## src/rtl/csa_pkg.sv

```systemverilog
// csa_pkg: shared state encoding and resolve-stage sizing helpers for the CSA accumulator
package csa_pkg;
    typedef enum logic [1:0] {ACCUM, RESOLVE, OUTPUT} csa_state_t;
    function automatic int num_chunks(input int w, input int chunk);
        return w / chunk;
    endfunction
    function automatic int idx_width(input int w, input int chunk);
        return (w / chunk > 1) ? $clog2(w / chunk) : 1;
    endfunction
endpackage

```

## src/rtl/csa_3to2.sv

```systemverilog
// csa_3to2: one W-bit carry-save level; the carry out of bit W-1 leaves on c_out
module csa_3to2 #(
    parameter int W = 16
) (
    input  logic [W-1:0] a,
    input  logic [W-1:0] b,
    input  logic [W-1:0] d,
    output logic [W-1:0] s,
    output logic [W-1:0] c,
    output logic         c_out
);
    logic [W-1:0] maj;
    assign s     = a ^ b ^ d;
    assign maj   = (a & b) | (a & d) | (b & d);
    assign c     = {maj[W-2:0], 1'b0};
    assign c_out = maj[W-1];
endmodule

```

## src/rtl/csa_stream_accumulator.sv

```systemverilog
// csa_stream_accumulator: carry-save frame accumulator with chunked carry-propagate resolve
module csa_stream_accumulator
    import csa_pkg::*;
#(
    parameter int N     = 8,
    parameter int K     = 4,
    parameter int W     = 16,
    parameter int CHUNK = 4
) (
    input  logic           clk,
    input  logic           rst,
    input  logic           in_valid,
    output logic           in_ready,
    input  logic [K*N-1:0] in_data,
    input  logic           in_last,
    output logic           out_valid,
    input  logic           out_ready,
    output logic [W-1:0]   out_sum,
    output logic           out_ovf
);
    localparam int R  = num_chunks(W, CHUNK);
    localparam int IW = idx_width(W, CHUNK);

    if (W % CHUNK != 0) begin : g_bad_chunk
        $error("W must be a multiple of CHUNK");
    end
    if (W <= N) begin : g_bad_width
        $error("W must exceed N");
    end

    csa_state_t     state, state_n;
    logic [W-1:0]   s_q, c_q, res;
    logic           ovf_q, cin;
    logic [IW-1:0]  idx;
    logic [W-1:0]   s_l [K+1];
    logic [W-1:0]   c_l [K+1];
    logic [K-1:0]   co;
    logic [CHUNK:0] csum;
    logic           last_chunk;

    assign s_l[0] = s_q;
    assign c_l[0] = c_q;

    for (genvar g = 0; g < K; g++) begin : g_lvl
        csa_3to2 #(.W(W)) u_lvl (
            .a     (s_l[g]),
            .b     (c_l[g]),
            .d     (W'(in_data[g*N +: N])),
            .s     (s_l[g+1]),
            .c     (c_l[g+1]),
            .c_out (co[g])
        );
    end

    assign csum       = {1'b0, s_q[idx*CHUNK +: CHUNK]} + {1'b0, c_q[idx*CHUNK +: CHUNK]} + (CHUNK+1)'(cin);
    assign last_chunk = idx == IW'(R - 1);
    assign in_ready   = state == ACCUM;
    assign out_valid  = state == OUTPUT;
    assign out_sum    = res;
    assign out_ovf    = ovf_q;

    always_comb begin
        state_n = (state == ACCUM && in_valid && in_last) ? RESOLVE :
                  (state == RESOLVE && last_chunk)        ? OUTPUT  :
                  (state == OUTPUT && out_ready)          ? ACCUM   : state;
    end

    always_ff @(posedge clk or posedge rst) begin
        if (rst) state <= ACCUM;
        else     state <= state_n;
    end

    always_ff @(posedge clk or posedge rst) begin
        if (rst) begin
            s_q   <= '0;
            c_q   <= '0;
            res   <= '0;
            ovf_q <= 1'b0;
            cin   <= 1'b0;
            idx   <= '0;
        end else begin
            case (state)
                ACCUM: begin
                    idx <= '0;
                    cin <= 1'b0;
                    if (in_valid) begin
                        s_q   <= s_l[K];
                        c_q   <= c_l[K];
                        ovf_q <= ovf_q | (|co);
                    end
                end
                RESOLVE: begin
                    res[idx*CHUNK +: CHUNK] <= csum[CHUNK-1:0];
                    cin                     <= csum[CHUNK];
                    idx                     <= idx + 1'b1;
                    if (last_chunk) ovf_q <= ovf_q | csum[CHUNK];
                end
                OUTPUT: begin
                    if (out_ready) begin
                        s_q   <= '0;
                        c_q   <= '0;
                        res   <= '0;
                        ovf_q <= 1'b0;
                    end
                end
                default: ;
            endcase
        end
    end
endmodule

```

## config.mk

```make
export PLATFORM = sky130hd
export DESIGN_NAME = csa_stream_accumulator
export DESIGN_NICKNAME = d
export VERILOG_FILES = /design/src/rtl/csa_pkg.sv /design/src/rtl/csa_3to2.sv /design/src/rtl/csa_stream_accumulator.sv
export SDC_FILE = /design/constraint.sdc
export NUM_CORES = 1
export LEC_CHECK = 0
export CAP_MARGIN = 10
export CORE_MARGIN = 8
export CORE_UTILIZATION = 51
export CTS_BUF_LIST = sky130_fd_sc_hd__clkbuf_4 sky130_fd_sc_hd__clkbuf_8
export DETAILED_ROUTE_END_ITERATION = 7
export GPL_ROUTABILITY_DRIVEN = 0
export PLACE_DENSITY = 0.79
export SLEW_MARGIN = 25
export SYNTH_ARGS = -nofsm -noshare
export SYNTH_HDL_FRONTEND = slang
export SYNTH_HIERARCHICAL = 1
export SYNTH_SLANG_ARGS = --single-unit
```

## constraint.sdc

```tcl
create_clock -name clk -period 3.2 [get_ports clk]
set_clock_uncertainty 0.2 [all_clocks]
set_input_delay 0.48 -clock clk [delete_from_list [all_inputs] [get_ports clk]]
set_output_delay 0.48 -clock clk [all_outputs]
set_load 0.005 [all_outputs]
```

**Yosys cells after proc, flatten, opt, wreduce, memory -nomap -nowiden**

Index checks and enable logic that the tools add are counted.

- Register bits: 54
- Input bits: 37
- Word-level logic and storage cells: 81

- $add $sub $neg: 4
- Eq/ne operators: 6
- Shift-type cells: 4
- Muxes and demuxes: 16
- Bitwise logic cells: 30
- Reduce and logical (&&, ||, !) cells: 14

Operators with widths:

| cell | count |
|---|---|
| $and A16 B8 Y16 | 8 |
| $or A16 B16 Y16 | 8 |
| $pmux W16 S2 | 3 |
| $and A16 B16 Y16 | 4 |
| $xor A16 B16 Y16 | 4 |
| $xor A16 B8 Y16 | 4 |
| $mux W16 | 3 |
| $neg A4 Y34 | 1 |
| $shift A4 B34 Y16 const A | 1 |
| $shiftx A4 B34 Y16 | 1 |
| $shiftx A16 B5 Y4 | 2 |
| $bwmux W16 | 1 |
| $mux W2 | 3 |
| $reduce_bool A2 Y1 | 3 |
| $reduce_bool A3 Y1 | 2 |
| $add A4 B4 Y5 | 1 |
| $add A5 B1 Y5 | 1 |
| $eq A2 B2 Y1 const B | 2 |
| $logic_and A1 B1 Y1 | 4 |
| $ne A2 B2 Y1 const B | 2 |
| $pmux W2 S2 | 1 |
| $reduce_and A4 Y1 | 1 |
| $reduce_or A4 Y1 | 1 |
| $mux W1 | 3 |
| 9 further kinds | 10 |

**Longest topological paths before layout**

Gate-level depths: netlist (run 1).

- Depth after elaboration: 16
- Mapped depth: 7
- Depth with buffers taken out: 7

**Cells and area by module**

The synthesis (run 1) kept the hierarchy.

Modules (own cells, without submodules):

| module | instances | cells each | area each (µm²) | seq. area each (µm²) |
|---|---|---|---|---|
| csa_stream_accumulator | 1 | 172 | 2499.9 | 1351.3 |
| csa_3to2 | 4 | 18 | 331.6 | 0.0 |

**Worst setup path before layout (run 1)**

No wires, ideal clock.

- Kind: register to register
- Start point: register s_q[15]
- End point: register ovf_q (netlist: out_ovf)
- Arrival time: 2977 ps
- Required time: 2876 ps
- Slack: -101 ps
- Stages on the path, launching flop included: 8
- Buffers on the path: 0
- Period minus slack after synthesis: 3301 ps
- Cells stage by stage: dfrtp_1 > fa_1 > fa_1 > fa_1 > fa_1 > or4_1 > a21oi_1 > a21oi_1

RTL lines:

| what | RTL line | text |
|---|---|---|
| start, declared | csa_stream_accumulator.sv:32 | `logic [W-1:0] s_q, c_q, res;` |
| start signal, assigned | csa_stream_accumulator.sv:87 | `s_q <= s_l[K];` |
| end signal, assigned | csa_stream_accumulator.sv:89 | `ovf_q <= ovf_q \| (\|co);` |
| end signal, assigned | csa_stream_accumulator.sv:96 | `if (last_chunk) ovf_q <= ovf_q \| csum[CHUNK];` |
| end, declared | csa_stream_accumulator.sv:33 | `logic ovf_q, cin;` |

==> results of run 1 <==
kinds of logic after synthesis:
logic type                 count (synthesis)  synth area share
and+or+nand+nor                           20            0.0464
muxes                                      8            0.0471
xor gates and xnor gates                   1           0.00229
AOI/OAI and AO/OA                         64             0.139
DFF                                       54             0.353
other                                      5           0.00491
adders and majority gates                 73             0.368
buffers and inverters                     19            0.0392
what timing repair did:
action | in CTS | in global routing
gates resized for setup | 3 | 2
pin swaps | 10 | 7
endpoints found under the setup margin | 2 | 7
hold buffers | 0 | 0
per-stage QoR:
| stage | hold slack [ns] | cell area [sq um] | setup WS, ns | cells | utilization |
|---|---|---|---|---|---|
| floorplan | 0.289 | 3950 | 0.0322 | 275 | - |
| global placement | 0.280 | 4590 | -0.257 | 427 | 0.633 |
| detailed placement | 0.289 | 4590 | -0.333 | 427 | 0.633 |
| CTS | 0.309 | 4690 | -0.0122 | 435 | 0.647 |
| global route | 0.332 | 4700 | -0.121 | 435 | 0.648 |
| finish | 0.305 | 4700 | -0.0182 | 435 | 0.648 |
routing by layer:
| metal | track usage | vias to the layer above | wire, um | share of wire |
|---|---|---|---|---|
| met5 | 0 | - | 0 | 0 |
| met1 | 0.223 | 1243 | 3470 | 0.43 |
| met2 | 0.290 | 55 | 4230 | 0.52 |
| met4 | 0.0542 | 0 | 102 | 0.012 |
| li1 | - | 1023 | - | - |
| met3 | 0.0297 | 6 | 368 | 0.045 |
sequential cells by signal (all words and copies together), names as in the netlist:
| signal | count |
|---|---|
| c_q | 16 |
| cin | 1 |
| idx | 2 |
| out_ovf | 1 |
| out_sum | 16 |
| s_q | 16 |
| state | 2 |
final cells by class:
cell class                      count  area (sq um)  area share
Multi-Input combinational cell    202          2460       0.522
Clock buffer                        7          90.1      0.0192
Tap cell                           99           124      0.0264
Inverter                            4          15.0     0.00319
Clock inverter                      1          5.00     0.00106
Timing Repair Buffer               68           659       0.140
Sequential cell                    54          1350       0.287
path summary, 6_finish.rpt:
path | to | slack [ns] | cells after the start
min in group asynchronous | out_sum[6] | 0.34 | 3
worst min register to register | out_sum[7] | 0.31 | 1
worst max-delay path | out_ovf | -0.02 | 7
worst max register to register | out_ovf | -0.02 | 7
max in group asynchronous | s_q[3] | 2.22 | 3
worst min-delay path | out_sum[7] | 0.31 | 1
report_power, final:
group	leakage [nW]	internal [mW]	switching, mW
logic	1.32	1.94	1.85
registers	0.703	0.962	0.307
clock network	0.0517	0.184	0.221
total	2.07	3.09	2.38
cell usage in the layout, fill, tap and decap left out, types with 2 or more instances in the layout:
cell type         n
fa_1             63
dfrtp_1          54
clkdlybuf4s50_1  54
a22o_1           45
conb_1           36
buf_4            12
mux4_2            8
ha_1              7
clkbuf_8          6
nand2_1           4
a21oi_1           4
a21oi_2           4
a32o_1            4
o21ai_0           3
nor4_2            3
nor2_1            3
fa_2              3
inv_1             2
a21o_1            2
inv_2             2
worst register-to-register path, delay by kind of cell, from the launching register on:
family | cells | cell delay, ns
AOI/OAI and AO/OA | 2 | 0.20
adders and majority gates | 4 | 1.86
DFF | 1 | 0.41
and+or+nand+nor | 1 | 0.42
==> results.sh, run 1 <==
export IMPL_worstMarginPinSlew_ns=0.765
export IMPL_synth_seq_cells=54
export IMPL_detail_route_antenna_nets=0
export IMPL_grt_pass1_wl_um=13500
export IMPL_post_cts_buffers=0
export IMPL_path_common_cell="fa_1"
export IMPL_die_area_sq_um=10500
export IMPL_yosysSeqAreaShare=0.353
export IMPL_rsz0062_at_grt="true"
export IMPL_ctsHtreeMaxLevel=2
export IMPL_violations="setup timing"
export IMPL_grt_max_degree=55
export IMPL_clk_latency_ns=0.31
export IMPL_cp_top_family="adder cells"
export IMPL_drcViolationCount=0
export IMPL_num_antenna_cells=0
export IMPL_nFillCells=528
export IMPL_synth_edff_count=0
export IMPL_hold_viol_final=0
export IMPL_rows=31
export IMPL_critPathBufInv=0
export IMPL_clk_pin_slew_ns=0.09
export IMPL_ys_async_sr_fraction=1.00
export IMPL_drive_gt1_frac=0.143
export IMPL_wl_um=8170
export IMPL_synth_area_top_cells="dfrtp_1 35%, fa_1 35%, a22o_1 10%"
export IMPL_num_vias=2327
export IMPL_drt_iter0_markers=117
export IMPL_crit_chain="fa_1 -> fa_1 -> fa_1 -> fa_2 -> or4_4 -> a21oi_2 -> a21oi_1"
export IMPL_outcome="complete, but fails checks"
export IMPL_syn_area_per_cell_sq_um=15.7
export IMPL_cp_end_kind="flop"
export IMPL_r2r_start="c_q[15]"
export IMPL_crit_required_ns=3.18
export IMPL_worstSetupPathType="flop to flop"
export IMPL_first_global_vias=2626
export IMPL_fin_ws_ns=-0.0182
export IMPL_power_density_nw_per_um2=1160
export IMPL_grt_overflow=0
export IMPL_crit_path_max_incr_delay_ns=0.53
export IMPL_maxCapViolCount=0
export IMPL_setup_tns_ns=-0.0182
export IMPL_io_buffers=55
export IMPL_ios=56
export IMPL_cts_sinks=54
export IMPL_synth_top_area_share=0.353
export IMPL_yosysMostFrequentCell="fa_1"
export IMPL_crit_fanout=2
export IMPL_cts_buffers_inserted=5
export IMPL_crit_path_start_kind="flop"
export IMPL_dp_hpwl_um=6610
export IMPL_area_delta_synth_final_pct=22.9
export IMPL_hold_class="flop to flop"
export IMPL_crit_slowest_cell="fa_1"
export IMPL_slew_headroom=0.489
export IMPL_via_per_inst=5.35
export IMPL_root_buffer="clkbuf_8"
export IMPL_setup_viol=1
export IMPL_max_freq_ghz=0.311
export IMPL_ir_drop_v=0.000511
export IMPL_wl_per_cell_um=18.8
export IMPL_syn_inst=244
export IMPL_start_util=0.528
export IMPL_track_usage=0.173
export IMPL_chipWidth_um=103
export IMPL_crit_path_start="c_q[15]"
export IMPL_cts_tree="built"
export IMPL_drv_slew=0
export IMPL_synthTopCellsByCount="66 x fa_1, 54 x dfrtp_1, 45 x a22o_1"
export IMPL_fin_crit_ns=3.22
export IMPL_yosys_warnings=6
export IMPL_cts_buffer_depth=2
export IMPL_synth_cell_type_count=32
export IMPL_core_area_sq_um=7250
export IMPL_nNetsFinal=445
export IMPL_synth_ff_type="dfrtp_1"
export IMPL_cp_arrival_ns=3.20
export IMPL_power_mw=5.46
export IMPL_p_leak_nw=2.07
export IMPL_synthesis_area_sq_um=3830
export IMPL_antenna_found_initial=0
export IMPL_yosysTopAreaCell="dfrtp_1"
export IMPL_fin_crit_sh=1.01
export IMPL_drt_pass1_iter_count=4
export IMPL_worstHoldStart="out_sum[7]"
export IMPL_die_h_um=103
Power figures use the tool's default switching activity.
==> run 2: changes to the inputs <==
CORE_UTILIZATION = 30   (was 51)
MAX_ROUTING_LAYER = met4   (was default)
PLACE_DENSITY = default   (was 0.79)
==> run 2 against run 1 <==
Net effect:
- the run still ends with setup timing left
- register-to-register slack got worse by 0.09 ns
- via count rose by 0.26%
- largest cell class unchanged
- clock power rose by 19%
- maximum frequency fell by 2.8%
- sequential power barely moved
- sequential cell count did not move
- hold slack improved by 0.0082 ns
- power rose by 2.5%
- wire length rose by 6.6%
- critical path type unchanged
- first-iteration DRC count rose by 44%
==> results.sh, run 2 (synthesized netlist as in run 1, its figures left out) <==
export IMPL_cp_top_family="adder cells"
export IMPL_dp_hpwl_um=7130
export IMPL_rows=41
export IMPL_core_area_sq_um=12500
export IMPL_cp_arrival_ns=3.31
export IMPL_crit_required_ns=3.20
export IMPL_ir_drop_v=0.000274
export IMPL_r2r_start="c_q[15]"
export IMPL_cts_buffer_depth=2
export IMPL_grt_max_degree=35
export IMPL_grt_pass1_wl_um=14600
export IMPL_pwr_share_seq=0.229
export IMPL_p_leak_nw=2.09
export IMPL_io_buffers=55
export IMPL_maxCapViolCount=0
export IMPL_hold_class="flop to flop"
export IMPL_track_usage=0.115
export IMPL_regArea_sq_um=1350
export IMPL_num_vias=2333
export IMPL_cts_buffers_inserted=5
export IMPL_drt_iter0_markers=168
export IMPL_path_common_cell="fa_1"
export IMPL_p_int_mw=3.20
export IMPL_cp_end_kind="flop"
export IMPL_fin_crit_ns=3.31
export IMPL_crit_path_max_incr_delay_ns=0.54
export IMPL_stdcell_count=511
export IMPL_crit_chain="fa_1 -> fa_1 -> fa_1 -> fa_2 -> or4_4 -> a21oi_2 -> a21oi_2"
export IMPL_power_density_nw_per_um2=1160
export IMPL_root_buffer="clkbuf_8"
export IMPL_ctsHoldBuffers=0
export IMPL_swShare=0.429
export IMPL_place_inst=502
export IMPL_p_clk_frac=0.086
export IMPL_start_util=0.306
export IMPL_worstHoldStart="out_sum[11]"
export IMPL_final_common_cell="fa_1"
export IMPL_worstRegToRegCells=7
export IMPL_rsz0062_at_grt="true"
export IMPL_hold_slack_ns=0.314
export IMPL_comb_power_share=0.686
export IMPL_crit_fanout=2
export IMPL_crit_path_start_kind="flop"
export IMPL_worstSetupPathType="flop to flop"
export IMPL_drt_pass1_iter_count=4
export IMPL_cts_tree="built"
export IMPL_power_mw=5.60
export IMPL_drcViolationCount=0
export IMPL_chipWidth_um=129
export IMPL_via_per_inst=4.57
export IMPL_detail_route_antenna_nets=0
export IMPL_hold_viol_final=0
export IMPL_drv_slew=0
export IMPL_nFillCells=1211
export IMPL_ios=56
export IMPL_cts_sinks=54
export IMPL_wl_um=8710
export IMPL_clk_latency_ns=0.32
export IMPL_worst_r2r_setup_slack_ns=-0.11
export IMPL_grt_overflow=0
export IMPL_r2r_end="out_ovf"
export IMPL_setup_tns_ns=-0.110
export IMPL_layout_common_cells="62 x fa_1, 55 x clkdlybuf4s50_1, 54 x dfrtp_1, 45 x a22o_1, 36 x conb_1"
export IMPL_crit_slowest_cell="fa_1"
export IMPL_clk_pin_slew_ns=0.11
export IMPL_switchingPower_mw=2.40
export IMPL_critPathBufInv=0
export IMPL_fin_ws_ns=-0.110
export IMPL_area_delta_synth_final_pct=26.5
export IMPL_die_h_um=129
export IMPL_num_antenna_cells=0
export IMPL_violations="setup timing"
export IMPL_fin_crit_sh=1.03
export IMPL_setup_viol=1
export IMPL_min_to="out_sum[11]"
export IMPL_antenna_found_initial=0
export IMPL_max_freq_ghz=0.302
export IMPL_outcome="complete, but fails checks"
export IMPL_drive_gt1_frac=0.156
export IMPL_multiInputGateArea_sq_um=2460
export IMPL_wl_per_cell_um=17.0
export IMPL_first_global_vias=2747
export IMPL_slew_headroom=0.633
export IMPL_worstMarginPinSlew_ns=0.550
export IMPL_ctsHtreeMaxLevel=2
export IMPL_nNetsFinal=448
export IMPL_die_area_sq_um=16600
export IMPL_whs_path_depth=1
## run 2: cell types whose count changed in the layout (fill, tap and decap cells not counted), sizes merged
cell / delta
clkdlybuf4s50: +1
dlygate4sd2: -1
bufinv: +1
buf: +3
clkinv: -1
## run 2: worst reg2reg max path, stage by stage, from the launching register on
cell	delay, ns
dfrtp_1	0.42
fa_1	0.48
fa_1	0.54
fa_1	0.45
fa_2	0.35
or4_4	0.54
a21oi_2	0.15
a21oi_2	0.07
## run 2: repair_timing
item	4_1_cts	5_1_grt
buffers inserted	0	1
pin swaps	7	10
setup endpoints to repair	1	6
resized for setup	2	4
## run 2: power groups by stage
stage,Sequential [mW],Combinational (mW),Clock [mW]
after floorplan,1.18,2.88,0
after global placement,1.29,3.72,0
after detailed placement,1.30,3.94,0
after CTS,1.29,3.95,0.486
after global routing,1.33,4.43,0.512
final,1.28,3.84,0.480
## run 2: how the worst max path moves through the flow
| stage | from | endpoint | slack [ns] | cells after the start |
|---|---|---|---|---|
| after detailed placement | in_data[7] | s_q[7] | -0.33 | 6 |
| after global routing | c_q[15] | out_ovf | -0.18 | 7 |
| after CTS | c_q[15] | out_ovf | -0.15 | 7 |
| after global placement | in_data[7] | s_q[7] | -0.28 | 6 |
| final | c_q[15] | out_ovf | -0.11 | 7 |
| after floorplan | c_q[14] | out_ovf | 0.03 | 7 |
## run 2: cell type report
| class | count | share of cell area |
|---|---|---|
| clock buffer | 7 | 0.0173 |
| clock inverter | 1 | 0.00620 |
| timing repair buffer | 71 | 0.141 |
| tap | 172 | 0.0445 |
| multi-input combinational | 202 | 0.509 |
| sequential | 54 | 0.279 |
| inverter | 4 | 0.00310 |
## run 2: metrics by stage
step | util | cell area (sq um) | setup WS (ns)
5_1_grt | 0.387 | 4840 | -0.181
3_5_place_dp | 0.376 | 4700 | -0.327
6_report | 0.387 | 4840 | -0.110
3_3_place_gp | 0.376 | 4700 | -0.284
2_1_floorplan | - | 3950 | 0.0322
4_1_cts | 0.385 | 4820 | -0.147
## run 2: metal layers
| metal | GRT usage | up-vias | routed length (um) |
|---|---|---|---|
| met4 | 0.0311 | 0 | 138 |
| met5 | - | - | 0 |
| met3 | 0.0137 | 8 | 256 |
| met1 | 0.142 | 1255 | 3740 |
| met2 | 0.197 | 41 | 4570 |
| li1 | - | 1029 | - |
==> RTL edit (settings of run 2) <==
`W` is set to 16 in 2 places; all go to 32.
--- a/src/rtl/csa_3to2.sv
+++ b/src/rtl/csa_3to2.sv
@@ -1,6 +1,6 @@
 // csa_3to2: one W-bit carry-save level; the carry out of bit W-1 leaves on c_out
 module csa_3to2 #(
-    parameter int W = 16
+    parameter int W = 32
 ) (
     input  logic [W-1:0] a,
     input  logic [W-1:0] b,
--- a/src/rtl/csa_stream_accumulator.sv
+++ b/src/rtl/csa_stream_accumulator.sv
@@ -4,7 +4,7 @@
 #(
     parameter int N     = 8,
     parameter int K     = 4,
-    parameter int W     = 16,
+    parameter int W     = 32,
     parameter int CHUNK = 4
 ) (
     input  logic           clk,
Interface: changed (resized out_sum); port bits go from 56 to 72. No check against the original RTL was run, so the function may have changed too.
==> RTL edit against run 2 <==
Power grew 59%; routed wire length grew 93%; area after synthesis grew 90%; sequential cell count grew 49; setup slack gained 0.17 ns; global-route usage grew 1.3 points; combinational power grew 49%; first-iteration DRC count grew 68%; design area grew 87%; largest cell class unchanged.
==> RTL edit: results (changes against run 2) <==
status: "finished clean"
hold_end: "out_sum[25]$_DFFE_PP0P_"
grt_usage: 0.129  # +0.0133
grt_max_degree: 65  # +86%
cts_buffers: 9  # +4
yosysSeqAreaShare: 0.354  # +0.00127
cts-root-buf: "clkbuf_8"
pg_comb_mw: 5.72  # +49%
antenna_found_initial: 0  # unchanged
hold_depth: 2  # +1
grt_first_pass_wirelength_um: 28400  # +95%
synth.area.top_cells: "fa_1 (36%), dfrtp_1 (35%), a22o_1 (7.8%)"
dr_wl_met2_um: 7870  # +72%
fillCellCount: 2361  # +95%
min_from: "out_sum[25]$_DFFE_PP0P_"
post_drt_wl_per_cell_um: 16.5  # -3.0%
hold_class: "reg -> reg"
first_pass_iters: 4  # unchanged
synth-edff-count: 0  # unchanged
cp_slowest_cell: "fa_1"
clk_latency_ns: 0.38  # +0.06 ns
ys.flop_type: "dfrtp_1"
post-place-ws_ns: -0.280  # +0.0471 ns
nets: 863  # +93%
setup_viol: 0  # -1
drive_gt1_frac: 0.0897  # -0.0666
first_global_vias: 5135  # +87%
met3WireLength_um: 852  # +230%
antenna_cells: 0  # unchanged
drt-met1-wl_um: 7820  # +110%
p_leak_nw: 4.10  # +96%
place.detailed.hpwl_um: 13300  # +86%
synth_common_cells: "fa_1 (130), dfrtp_1 (103), a22o_1 (65)"
highest_layer: "met4"
htreeDepth: 3  # +1
synthArstFlopShare: 1.00  # unchanged
yosys_warnings: 6  # unchanged
yosysUniqueCellTypes: 40  # +25%
crit_fanout: 2  # unchanged
crit_family: "adder cells"
clock_path_buffers: 2  # unchanged
drt_iter0_markers: 282  # +68%
crit_type: "reg -> reg"
reg2reg_setup_slack_ns: 0.06  # +0.17 ns
port_buffers: 71  # +29%
reg2reg_depth: 7  # unchanged
netSwitchingPower_mw: 3.81  # +58%
clk_pin_slew_ns: 0.10
tightest_slew_ns: 0.740  # +0.189 ns
critical_path.max_stage_delay_ns: 0.57  # +0.03 ns
vdd_drop_max_mv: 0.460  # +67%
p_clk_uw: 920  # +92%
cp.arrival_ns: 3.22  # -0.09 ns
vias: 4561  # +95%
reg2reg_from: "s_q[31]$_DFFE_PP0P_"
## RTL edit: cell count changes after synthesis, sizes merged, moves of 5 or more
cell / delta
buf: +12
nand2: +46
a22o: +20
fa: +64
mux4: +8
dfrtp: +49
mux2i: +5
o31ai: +6
o21ai: +24
a21oi: -5
nand3: +25
## RTL edit: through the flow
step / total power, mW / TNS [ns] / instance area, um^2 / instances / hold WS [ns]
floorplan: 6.25 / 0 / 7630 / 610 / 0.293
global placement: 7.86 / -3.68 / 8810 / 998 / 0.285
detailed placement: 8.10 / -4.48 / 8810 / 998 / 0.291
CTS: 9.09 / 0 / 9040 / 1014 / 0.314
global route: 9.97 / -0.0877 / 9050 / 1015 / 0.338
finish: 8.89 / 0 / 9050 / 1015 / 0.309
## RTL edit: final cells by class
cell class / instances / area (um^2) / area share
Inverter: 8 / 33.8 / 0.00373
Timing Repair Buffer: 96 / 936 / 0.103
Clock inverter: 7 / 97.6 / 0.0108
Clock buffer: 9 / 124 / 0.0137
Tap cell: 324 / 405 / 0.0448
Sequential cell: 103 / 2580 / 0.285
Multi-Input combinational cell: 468 / 4870 / 0.539
## RTL edit: routing by layer
layer  track usage  vias up
li1              -     2060
met1         0.173     2376
met2         0.196      108
met3        0.0264       17
met4        0.0348        0
met5             -        -
## RTL edit: what timing repair did
action	4_1_cts	5_1_grt
pin swaps	3	0
gates resized for setup	2	1
buffers inserted	0	1
endpoints found under the setup margin	1	1
## RTL edit: kinds of logic after synthesis
family,Yosys count,synth area share
buf+inv,39,0.0277
fa+ha+maj,140,0.375
compound gates,106,0.110
other cells,5,0.00258
simple gates,98,0.0668
mux,22,0.0606
xor+xnor,2,0.00241
flops,103,0.354
